[src/rtl/priv_1_11_trap_sequencer_pkg.sv]
// Shared types and constants for the machine-mode trap sequencer.
// Also holds the mstatus rewrite helpers used on trap entry and MRET.
package machine_mode_types_1_11_pkg;

    typedef enum logic [1:0] {
        IDLE     = 2'd0,
        FLUSH    = 2'd1,
        COMMIT   = 2'd2,
        REDIRECT = 2'd3
    } trap_state_t;

    typedef enum logic [1:0] {
        EXC = 2'd0,
        INT = 2'd1,
        RET = 2'd2
    } trap_kind_t;

    localparam logic [3:0] MEI = 4'd11;
    localparam logic [3:0] MSI = 4'd3;
    localparam logic [3:0] MTI = 4'd7;

    localparam int MSTATUS_MIE  = 3;
    localparam int MSTATUS_MPIE = 7;

    function automatic logic [31:0] trap_entry_mstatus(input logic [31:0] ms);
        logic [31:0] r;
        r               = ms;
        r[MSTATUS_MPIE] = ms[MSTATUS_MIE];
        r[MSTATUS_MIE]  = 1'b0;
        r[12:11]        = 2'b11;
        return r;
    endfunction

    function automatic logic [31:0] mret_mstatus(input logic [31:0] ms);
        logic [31:0] r;
        r               = ms;
        r[MSTATUS_MIE]  = ms[MSTATUS_MPIE];
        r[MSTATUS_MPIE] = 1'b1;
        r[12:11]        = 2'b11;
        return r;
    endfunction

endpackage

[src/rtl/priv_1_11_trap_sequencer_if.sv]
// Pipeline, CSR-file and fetch-side signals of the trap sequencer.
// The sequencer itself connects through the slave modport.
interface priv_1_11_trap_sequencer_if;
    logic        ex_valid;
    logic [3:0]  ex_cause;
    logic [31:0] ex_epc;
    logic [31:0] ex_tval;
    logic        mret;
    logic [31:0] int_epc;
    logic        ext_int;
    logic        timer_int;
    logic        soft_int;
    logic [31:0] mstatus;
    logic [31:0] mie;
    logic [31:0] mtvec;
    logic [31:0] mepc;
    logic        pipe_drained;
    logic        redirect_ack;
    logic        flush_req;
    logic        redirect_valid;
    logic [31:0] redirect_pc;
    logic        mstatus_rup;
    logic [31:0] mstatus_next;
    logic        mepc_rup;
    logic [31:0] mepc_next;
    logic        mcause_rup;
    logic [31:0] mcause_next;
    logic        mtval_rup;
    logic [31:0] mtval_next;
    logic        mip_rup;
    logic [31:0] mip_next;
    logic        busy;

    modport master (
        output ex_valid, ex_cause, ex_epc, ex_tval, mret, int_epc,
               ext_int, timer_int, soft_int, mstatus, mie, mtvec, mepc,
               pipe_drained, redirect_ack,
        input  flush_req, redirect_valid, redirect_pc,
               mstatus_rup, mstatus_next, mepc_rup, mepc_next,
               mcause_rup, mcause_next, mtval_rup, mtval_next,
               mip_rup, mip_next, busy
    );

    modport slave (
        input  ex_valid, ex_cause, ex_epc, ex_tval, mret, int_epc,
               ext_int, timer_int, soft_int, mstatus, mie, mtvec, mepc,
               pipe_drained, redirect_ack,
        output flush_req, redirect_valid, redirect_pc,
               mstatus_rup, mstatus_next, mepc_rup, mepc_next,
               mcause_rup, mcause_next, mtval_rup, mtval_next,
               mip_rup, mip_next, busy
    );
endinterface

[src/rtl/priv_1_11_int_sync.sv]
// Multi-flop synchronizer for asynchronous interrupt lines.
// STAGES must be at least 2 for metastability settling.
module priv_1_11_int_sync #(
    parameter int WIDTH  = 3,
    parameter int STAGES = 2
) (
    input  logic             CLK,
    input  logic             nRST,
    input  logic [WIDTH-1:0] d_i,
    output logic [WIDTH-1:0] q_o
);

    logic [WIDTH-1:0] stage_q [STAGES];

    always_ff @(posedge CLK or negedge nRST) begin
        if (!nRST) begin
            for (int i = 0; i < STAGES; i++) begin
                stage_q[i] <= '0;
            end
        end else begin
            stage_q[0] <= d_i;
            for (int i = 1; i < STAGES; i++) begin
                stage_q[i] <= stage_q[i-1];
            end
        end
    end

    assign q_o = stage_q[STAGES-1];

endmodule

[src/rtl/priv_1_11_trap_sequencer.sv]
// Machine-mode trap entry / MRET sequencer: arbitrate, drain, commit CSRs, redirect fetch.
// state    | meaning
// IDLE     | accepting exception / interrupt / mret requests
// FLUSH    | holding flush_req until the pipeline reports drained
// COMMIT   | single cycle, atomic CSR write strobes
// REDIRECT | presenting redirect_pc until fetch acknowledges
module priv_1_11_trap_sequencer
    import machine_mode_types_1_11_pkg::*;
#(
    parameter bit VECTORED_EN = 1'b1,
    parameter int SYNC_STAGES = 2
) (
    input logic                          CLK,
    input logic                          nRST,
    priv_1_11_trap_sequencer_if.slave    bus
);

    localparam logic [1:0] S_IDLE     = IDLE;
    localparam logic [1:0] S_FLUSH    = FLUSH;
    localparam logic [1:0] S_COMMIT   = COMMIT;
    localparam logic [1:0] S_REDIRECT = REDIRECT;

    localparam logic [1:0] K_EXC = EXC;
    localparam logic [1:0] K_INT = INT;
    localparam logic [1:0] K_RET = RET;

    logic [1:0]  state_q, state_d;
    logic [1:0]  kind_q, kind_d;
    logic [3:0]  cause_q, cause_d;
    logic [31:0] epc_q, epc_d;
    logic [31:0] tval_q, tval_d;
    logic [31:0] redirect_pc_q, redirect_pc_d;
    logic        mip_rup_q;

    logic [2:0]  int_raw, int_sync;
    logic [31:0] mip_w, int_enabled;
    logic        int_pend;
    logic [3:0]  int_cause;
    logic [31:0] trap_base, trap_target;
    logic        commit, is_ret;

    // bit order {ext, timer, soft}
    assign int_raw = {bus.ext_int, bus.timer_int, bus.soft_int};

    priv_1_11_int_sync #(
        .WIDTH  (3),
        .STAGES (SYNC_STAGES)
    ) u_int_sync (
        .CLK  (CLK),
        .nRST (nRST),
        .d_i  (int_raw),
        .q_o  (int_sync)
    );

    always_comb begin
        mip_w     = 32'b0;
        mip_w[11] = int_sync[2];
        mip_w[7]  = int_sync[1];
        mip_w[3]  = int_sync[0];
    end

    assign int_enabled = mip_w & bus.mie;
    assign int_pend    = bus.mstatus[MSTATUS_MIE] & (|int_enabled);
    assign int_cause   = int_enabled[11] ? MEI : (int_enabled[3] ? MSI : MTI);

    // Vector offset is a plain 32-bit add so a high base wraps rather than saturates.
    assign trap_base = {bus.mtvec[31:2], 2'b00};
    always_comb begin
        trap_target = trap_base;
        if (VECTORED_EN && kind_q == K_INT && bus.mtvec[1:0] == 2'b01) begin
            trap_target = trap_base + {26'b0, cause_q, 2'b00};
        end
    end

    always_comb begin
        state_d       = state_q;
        kind_d        = kind_q;
        cause_d       = cause_q;
        epc_d         = epc_q;
        tval_d        = tval_q;
        redirect_pc_d = redirect_pc_q;
        case (state_q)
            S_IDLE: begin
                if (bus.ex_valid) begin
                    kind_d  = K_EXC;
                    cause_d = bus.ex_cause;
                    epc_d   = bus.ex_epc;
                    tval_d  = bus.ex_tval;
                    state_d = S_FLUSH;
                end else if (int_pend) begin
                    kind_d  = K_INT;
                    cause_d = int_cause;
                    epc_d   = bus.int_epc;
                    tval_d  = 32'b0;
                    state_d = S_FLUSH;
                end else if (bus.mret) begin
                    kind_d  = K_RET;
                    cause_d = 4'b0;
                    epc_d   = 32'b0;
                    tval_d  = 32'b0;
                    state_d = S_FLUSH;
                end
            end
            S_FLUSH: begin
                if (bus.pipe_drained) state_d = S_COMMIT;
            end
            S_COMMIT: begin
                // mepc is sampled before the CSR file sees any MRET write, so it is the return PC.
                redirect_pc_d = (kind_q == K_RET) ? bus.mepc : trap_target;
                state_d       = S_REDIRECT;
            end
            S_REDIRECT: begin
                if (bus.redirect_ack) state_d = S_IDLE;
            end
            default: state_d = S_IDLE;
        endcase
    end

    always_ff @(posedge CLK or negedge nRST) begin
        if (!nRST) begin
            state_q       <= S_IDLE;
            kind_q        <= K_EXC;
            cause_q       <= 4'b0;
            epc_q         <= 32'b0;
            tval_q        <= 32'b0;
            redirect_pc_q <= 32'b0;
            mip_rup_q     <= 1'b0;
        end else begin
            state_q       <= state_d;
            kind_q        <= kind_d;
            cause_q       <= cause_d;
            epc_q         <= epc_d;
            tval_q        <= tval_d;
            redirect_pc_q <= redirect_pc_d;
            mip_rup_q     <= 1'b1;
        end
    end

    assign commit = (state_q == S_COMMIT);
    assign is_ret = (kind_q == K_RET);

    assign bus.busy           = (state_q != S_IDLE);
    assign bus.flush_req      = (state_q != S_IDLE);
    assign bus.redirect_valid = (state_q == S_REDIRECT);
    assign bus.redirect_pc    = (state_q == S_REDIRECT) ? redirect_pc_q : 32'b0;

    assign bus.mstatus_rup  = commit;
    assign bus.mstatus_next = !commit ? 32'b0 :
                              (is_ret ? mret_mstatus(bus.mstatus) : trap_entry_mstatus(bus.mstatus));
    assign bus.mepc_rup     = commit & ~is_ret;
    assign bus.mepc_next    = bus.mepc_rup ? {epc_q[31:2], 2'b00} : 32'b0;
    assign bus.mcause_rup   = commit & ~is_ret;
    assign bus.mcause_next  = bus.mcause_rup ? {(kind_q == K_INT), 27'b0, cause_q} : 32'b0;
    assign bus.mtval_rup    = commit & ~is_ret;
    assign bus.mtval_next   = (bus.mtval_rup && kind_q == K_EXC) ? tval_q : 32'b0;

    assign bus.mip_rup  = mip_rup_q;
    assign bus.mip_next = mip_w;

endmodule

[src/flat_wrapper.sv]
// flat-port wrapper written by rule: the top's interface ports become plain ports
module priv_1_11_trap_sequencer_flat import machine_mode_types_1_11_pkg::*;
#(
    parameter bit VECTORED_EN = 1'b1,
    parameter int SYNC_STAGES = 2
)
  (CLK, nRST, bus_ex_valid, bus_ex_cause, bus_ex_epc, bus_ex_tval, bus_mret, bus_int_epc, bus_ext_int, bus_timer_int, bus_soft_int, bus_mstatus, bus_mie, bus_mtvec, bus_mepc, bus_pipe_drained, bus_redirect_ack, bus_flush_req, bus_redirect_valid, bus_redirect_pc, bus_mstatus_rup, bus_mstatus_next, bus_mepc_rup, bus_mepc_next, bus_mcause_rup, bus_mcause_next, bus_mtval_rup, bus_mtval_next, bus_mip_rup, bus_mip_next, bus_busy);
  priv_1_11_trap_sequencer_if bus_i ();
  input logic CLK;
  input logic nRST;
  input wire logic [$bits(bus_i.ex_valid)-1:0] bus_ex_valid;
  input wire logic [$bits(bus_i.ex_cause)-1:0] bus_ex_cause;
  input wire logic [$bits(bus_i.ex_epc)-1:0] bus_ex_epc;
  input wire logic [$bits(bus_i.ex_tval)-1:0] bus_ex_tval;
  input wire logic [$bits(bus_i.mret)-1:0] bus_mret;
  input wire logic [$bits(bus_i.int_epc)-1:0] bus_int_epc;
  input wire logic [$bits(bus_i.ext_int)-1:0] bus_ext_int;
  input wire logic [$bits(bus_i.timer_int)-1:0] bus_timer_int;
  input wire logic [$bits(bus_i.soft_int)-1:0] bus_soft_int;
  input wire logic [$bits(bus_i.mstatus)-1:0] bus_mstatus;
  input wire logic [$bits(bus_i.mie)-1:0] bus_mie;
  input wire logic [$bits(bus_i.mtvec)-1:0] bus_mtvec;
  input wire logic [$bits(bus_i.mepc)-1:0] bus_mepc;
  input wire logic [$bits(bus_i.pipe_drained)-1:0] bus_pipe_drained;
  input wire logic [$bits(bus_i.redirect_ack)-1:0] bus_redirect_ack;
  output wire logic [$bits(bus_i.flush_req)-1:0] bus_flush_req;
  output wire logic [$bits(bus_i.redirect_valid)-1:0] bus_redirect_valid;
  output wire logic [$bits(bus_i.redirect_pc)-1:0] bus_redirect_pc;
  output wire logic [$bits(bus_i.mstatus_rup)-1:0] bus_mstatus_rup;
  output wire logic [$bits(bus_i.mstatus_next)-1:0] bus_mstatus_next;
  output wire logic [$bits(bus_i.mepc_rup)-1:0] bus_mepc_rup;
  output wire logic [$bits(bus_i.mepc_next)-1:0] bus_mepc_next;
  output wire logic [$bits(bus_i.mcause_rup)-1:0] bus_mcause_rup;
  output wire logic [$bits(bus_i.mcause_next)-1:0] bus_mcause_next;
  output wire logic [$bits(bus_i.mtval_rup)-1:0] bus_mtval_rup;
  output wire logic [$bits(bus_i.mtval_next)-1:0] bus_mtval_next;
  output wire logic [$bits(bus_i.mip_rup)-1:0] bus_mip_rup;
  output wire logic [$bits(bus_i.mip_next)-1:0] bus_mip_next;
  output wire logic [$bits(bus_i.busy)-1:0] bus_busy;
  assign bus_i.ex_valid = bus_ex_valid;
  assign bus_i.ex_cause = bus_ex_cause;
  assign bus_i.ex_epc = bus_ex_epc;
  assign bus_i.ex_tval = bus_ex_tval;
  assign bus_i.mret = bus_mret;
  assign bus_i.int_epc = bus_int_epc;
  assign bus_i.ext_int = bus_ext_int;
  assign bus_i.timer_int = bus_timer_int;
  assign bus_i.soft_int = bus_soft_int;
  assign bus_i.mstatus = bus_mstatus;
  assign bus_i.mie = bus_mie;
  assign bus_i.mtvec = bus_mtvec;
  assign bus_i.mepc = bus_mepc;
  assign bus_i.pipe_drained = bus_pipe_drained;
  assign bus_i.redirect_ack = bus_redirect_ack;
  assign bus_flush_req = bus_i.flush_req;
  assign bus_redirect_valid = bus_i.redirect_valid;
  assign bus_redirect_pc = bus_i.redirect_pc;
  assign bus_mstatus_rup = bus_i.mstatus_rup;
  assign bus_mstatus_next = bus_i.mstatus_next;
  assign bus_mepc_rup = bus_i.mepc_rup;
  assign bus_mepc_next = bus_i.mepc_next;
  assign bus_mcause_rup = bus_i.mcause_rup;
  assign bus_mcause_next = bus_i.mcause_next;
  assign bus_mtval_rup = bus_i.mtval_rup;
  assign bus_mtval_next = bus_i.mtval_next;
  assign bus_mip_rup = bus_i.mip_rup;
  assign bus_mip_next = bus_i.mip_next;
  assign bus_busy = bus_i.busy;
  priv_1_11_trap_sequencer #(.VECTORED_EN(VECTORED_EN), .SYNC_STAGES(SYNC_STAGES)) u_core (.CLK(CLK), .nRST(nRST), .bus(bus_i));
endmodule
[config.mk]
export PLATFORM = sky130hd
export DESIGN_NAME = priv_1_11_trap_sequencer_flat
export DESIGN_NICKNAME = d
export VERILOG_FILES = /design/src/rtl/priv_1_11_trap_sequencer_pkg.sv /design/src/rtl/priv_1_11_trap_sequencer_if.sv /design/src/rtl/priv_1_11_int_sync.sv /design/src/rtl/priv_1_11_trap_sequencer.sv /design/src/flat_wrapper.sv
export SDC_FILE = /design/constraint.sdc
export NUM_CORES = 1
export LEC_CHECK = 0
export ABC_AREA = 1
export BUFFER_PORTS_ARGS = -buffer_cell sky130_fd_sc_hd__buf_2
export CAP_MARGIN = 20
export CORE_AREA = 2 2 170 172
export DETAILED_ROUTE_END_ITERATION = 6
export DIE_AREA = 0 0 172 174
export GPL_ROUTABILITY_DRIVEN = 0
export MAX_ROUTING_LAYER = met4
export SLEW_MARGIN = 5
export SYNTH_ARGS = -nofsm -noshare
export SYNTH_HDL_FRONTEND = slang
export SYNTH_SLANG_ARGS = --single-unit
[constraint.sdc]
create_clock -name CLK -period 2.35 [get_ports CLK]
set_input_delay 0.3525 -clock CLK [delete_from_list [all_inputs] [get_ports CLK]]
set_output_delay 0.3525 -clock CLK [all_outputs]
set_load 0.05 [all_outputs]
==> reports/qor.yml <==
yosysSeqAreaShare: 0.383
crit_path_end_kind: "output port"
inserted_clock_buffers: 9
final_period_minus_worst_setup_slack_ps: 2250
synth_enable_flop_cells: 0
asyncSetResetFlopFracSynth: 1.00
ys_dominant_reg_cell: "dfrtp_1"
post_cts_repair_timing_setup_buffer_count: 0
vdd_ir_drop_max_mv: 0.519
fin_worst_skew_ps: 7.64
remaining_drc_errors: 0
rsz0062_at_grt: "no"
clock_sinks: 109
p_per_area_nw_per_um2: 1280
multi_input_comb_area_um2: 3350
die_x_um: 172
vias: 7194
hold_path_class: "input port to asynchronous set/reset pin"
period_share: 0.959
power_frac_seq: 0.251
grt_use_total: 0.165
fillerInstances: 3074
comb_power_share: 0.620
postLayoutCoreUtil: 0.341
fmaxAchievable_mhz: 444
drv_cap: 0
yosys_warnings: 0
drt-wirelength-per-cell_um: 14.4
synth.cell_area_um2: 7130
worst_pin_slew_ps: 644
cts_tree: "yes"
port_buffers: 343
die_y_um: 174
reg2reg_from: "u_core.cause_q[0]"
layout-drive-gt1-share: 0.343
grt_overflow: 0
power_leakage_nw: 5.38
cts_buffer_depth: 2
whs_ps: 29.1
totalWireLength_mm: 24.6
placeableCoreArea_um2: 28200
cts-hold-fix-buffers: 0
post_synth_num_cell_types: 42
internal-power_w: 0.00560
initial_cell_density_of_the_core: 0.253
yosys_register_bits: 109
worst-r2r-cell-count: 9
antenna_found_initial: 1
relSlewSlack: 0.571
hold_violations: 0
slew_viol_final: 0
crit_path_max_fanout: 32
p_clk_frac: 0.129
hpwl_mm: 18.6
io-pin-count: 437
p_switching_w: 0.00675
storage_element_area_um2: 2730
worstPathRequired_ps: 2000
drt_iter0_drc: 409
fin_setup_tns_ps: 0
final_design_area_no_fill_um2: 9640
ctsRootBufferMaster: "clkbuf_16"
avgViaCountPerCell: 4.21
total_power_w: 0.0123
switching_share: 0.546
syn_to_final_growth_pct: 35.2
ff2ff_setup_slack_ps: 270
run_status: "completed"
post_synth_inst_count: 998
timing.final.setup_violations: 0
timing_worst_setup_path_type: "flop to output port"
fp.dieArea_um2: 29900
critical_path.reg2reg.endpoint: "u_core.redirect_pc_q[10]"
floorplan.rows: 62
grt_pass1_wl_mm: 37.0
syn-mean-instance-area_um2: 7.14
timing.critical_path.from: "u_core.state_q[0]"
postRouteAntennaNets: 0
place_area_um2: 9190
grt_pass1_vias: 6921
drt_pass1_iterations: 5
cts_max_level: 3
arrival_ps: 1900
worst_setup_path_start_kind: "flop"
worst_skew_pair_latency_ps: 370
worst_setup_hold_path_clk_slew_ps: 80
grt_max_degree: 110
finalNetCount: 1564
==> power groups by stage <==
| stage | combinational (W) | clock [W] | sequential, W |
|---|---|---|---|
| floorplan | 0.00574 | 0 | 0.00302 |
| detailed placement | 0.00750 | 0 | 0.00312 |
| finish | 0.00765 | 0.00160 | 0.00310 |
| global placement | 0.00748 | 0 | 0.00310 |
| CTS | 0.00767 | 0.00165 | 0.00310 |
| global route | 0.00830 | 0.00172 | 0.00319 |
==> final cells by class <==
class                      count  area share
sequential                   109       0.283
multi-input combinational    653       0.348
clock buffer                   9      0.0234
tap                          384      0.0499
clock inverter                 7     0.00792
inverter                     183      0.0714
timing repair buffer         361       0.216
antenna                        1    0.000260
==> stage by stage <==
step           instances  setup slack (ps)
5_1_grt             1707              1.20
4_1_cts             1706              30.2
3_3_place_gp        1690               251
6_report            1707              96.9
2_1_floorplan       1055             -37.9
3_5_place_dp        1690               211
==> timing repair <==
action,4_1_cts,5_1_grt
endpoints found under the hold margin,0,0
endpoints found under the setup margin,38,39
gates resized for setup,39,13
==> critical path: stages (launching register included) <==
cell,delay (ps)
dfrtp_1,430
inv_2,110
ha_4,170
buf_4,310
nand2_1,110
inv_1,120
buf_2,270
==> synth_stat cells (8+ instances only) <==
library cell  instances  area [um2]
a22o_1               21         184
o21ai_0              43         215
o21bai_1             10        75.1
nand2_1             238         893
inv_1               173         649
xor2_1                9        78.8
nand3_1              60         300
ha_1                  9         113
o211ai_1             37         278
buf_2                12        60.1
inv_2                 9        33.8
nor2_1              105         394
buf_4                68         510
nand4_1               8        50.1
dfrtp_1             109        2730
clkbuf_1             27         101
==> registers in the layout (all words and copies together), names as in the netlist <==
signal and cells:
u_core.state_q 2, u_core.tval_q 32, u_core.bus.mip_rup 1, u_core.redirect_pc_q 32
u_core.kind_q 2, u_core.u_int_sync.q_o 3, u_core.cause_q 4, u_core.epc_q 30
u_core.u_int_sync.stage_q 3
==> cells in the final DEF (no fill, tap or decap), drive strengths merged, types with 3 or more instances in the layout <==
cell / netlist / final
nor3: 9 / 9
nand2: 243 / 243
clkinv: 1 / 4
nand3: 65 / 65
o211ai: 37 / 37
a22o: 21 / 21
nand4: 9 / 9
conb: 2 / 59
ha: 9 / 9
inv: 182 / 186
buf: 83 / 359
o21bai: 10 / 10
dfrtp: 109 / 109
xnor2: 3 / 3
o21ai: 48 / 48
a21oi: 6 / 6
clkbuf: 27 / 11
xor2: 9 / 9
nand3b: 5 / 5
nor2: 113 / 113
==> worst max path at each step <==
stage / end / slack [ps] / cells after the start
detailed placement: bus_mcause_next[3] / 210 / 8
floorplan: bus_mepc_next[11] / -40 / 7
global placement: u_core.redirect_pc_q[10] / 250 / 10
CTS: bus_mcause_next[3] / 30 / 8
finish: bus_mstatus_next[24] / 100 / 6
global route: bus_mstatus_next[0] / 1 / 6
==> logic make-up (layout without fill, tap and decap cells) <==
family	Yosys count	count (layout)	synth area share
AO/OA/AOI/OAI	125	125	0.117
XOR/XNOR	12	12	0.0147
adder cells (fa/ha/maj)	10	10	0.0186
buffers and inverters	293	560	0.193
flip-flops	109	109	0.383
other	2	60	0.00105
AND/OR/NAND/NOR	447	447	0.273
==> layer usage <==
layer / GRT usage / vias to the layer above / routed length (um)
met5: - / - / 0
met4: 0.0420 / 0 / 349
met3: 0.0339 / 20 / 1810
met2: 0.265 / 297 / 11600
met1: 0.212 / 3292 / 10900
li1: - / 3585 / -
Power figures use the tool's default switching activity.
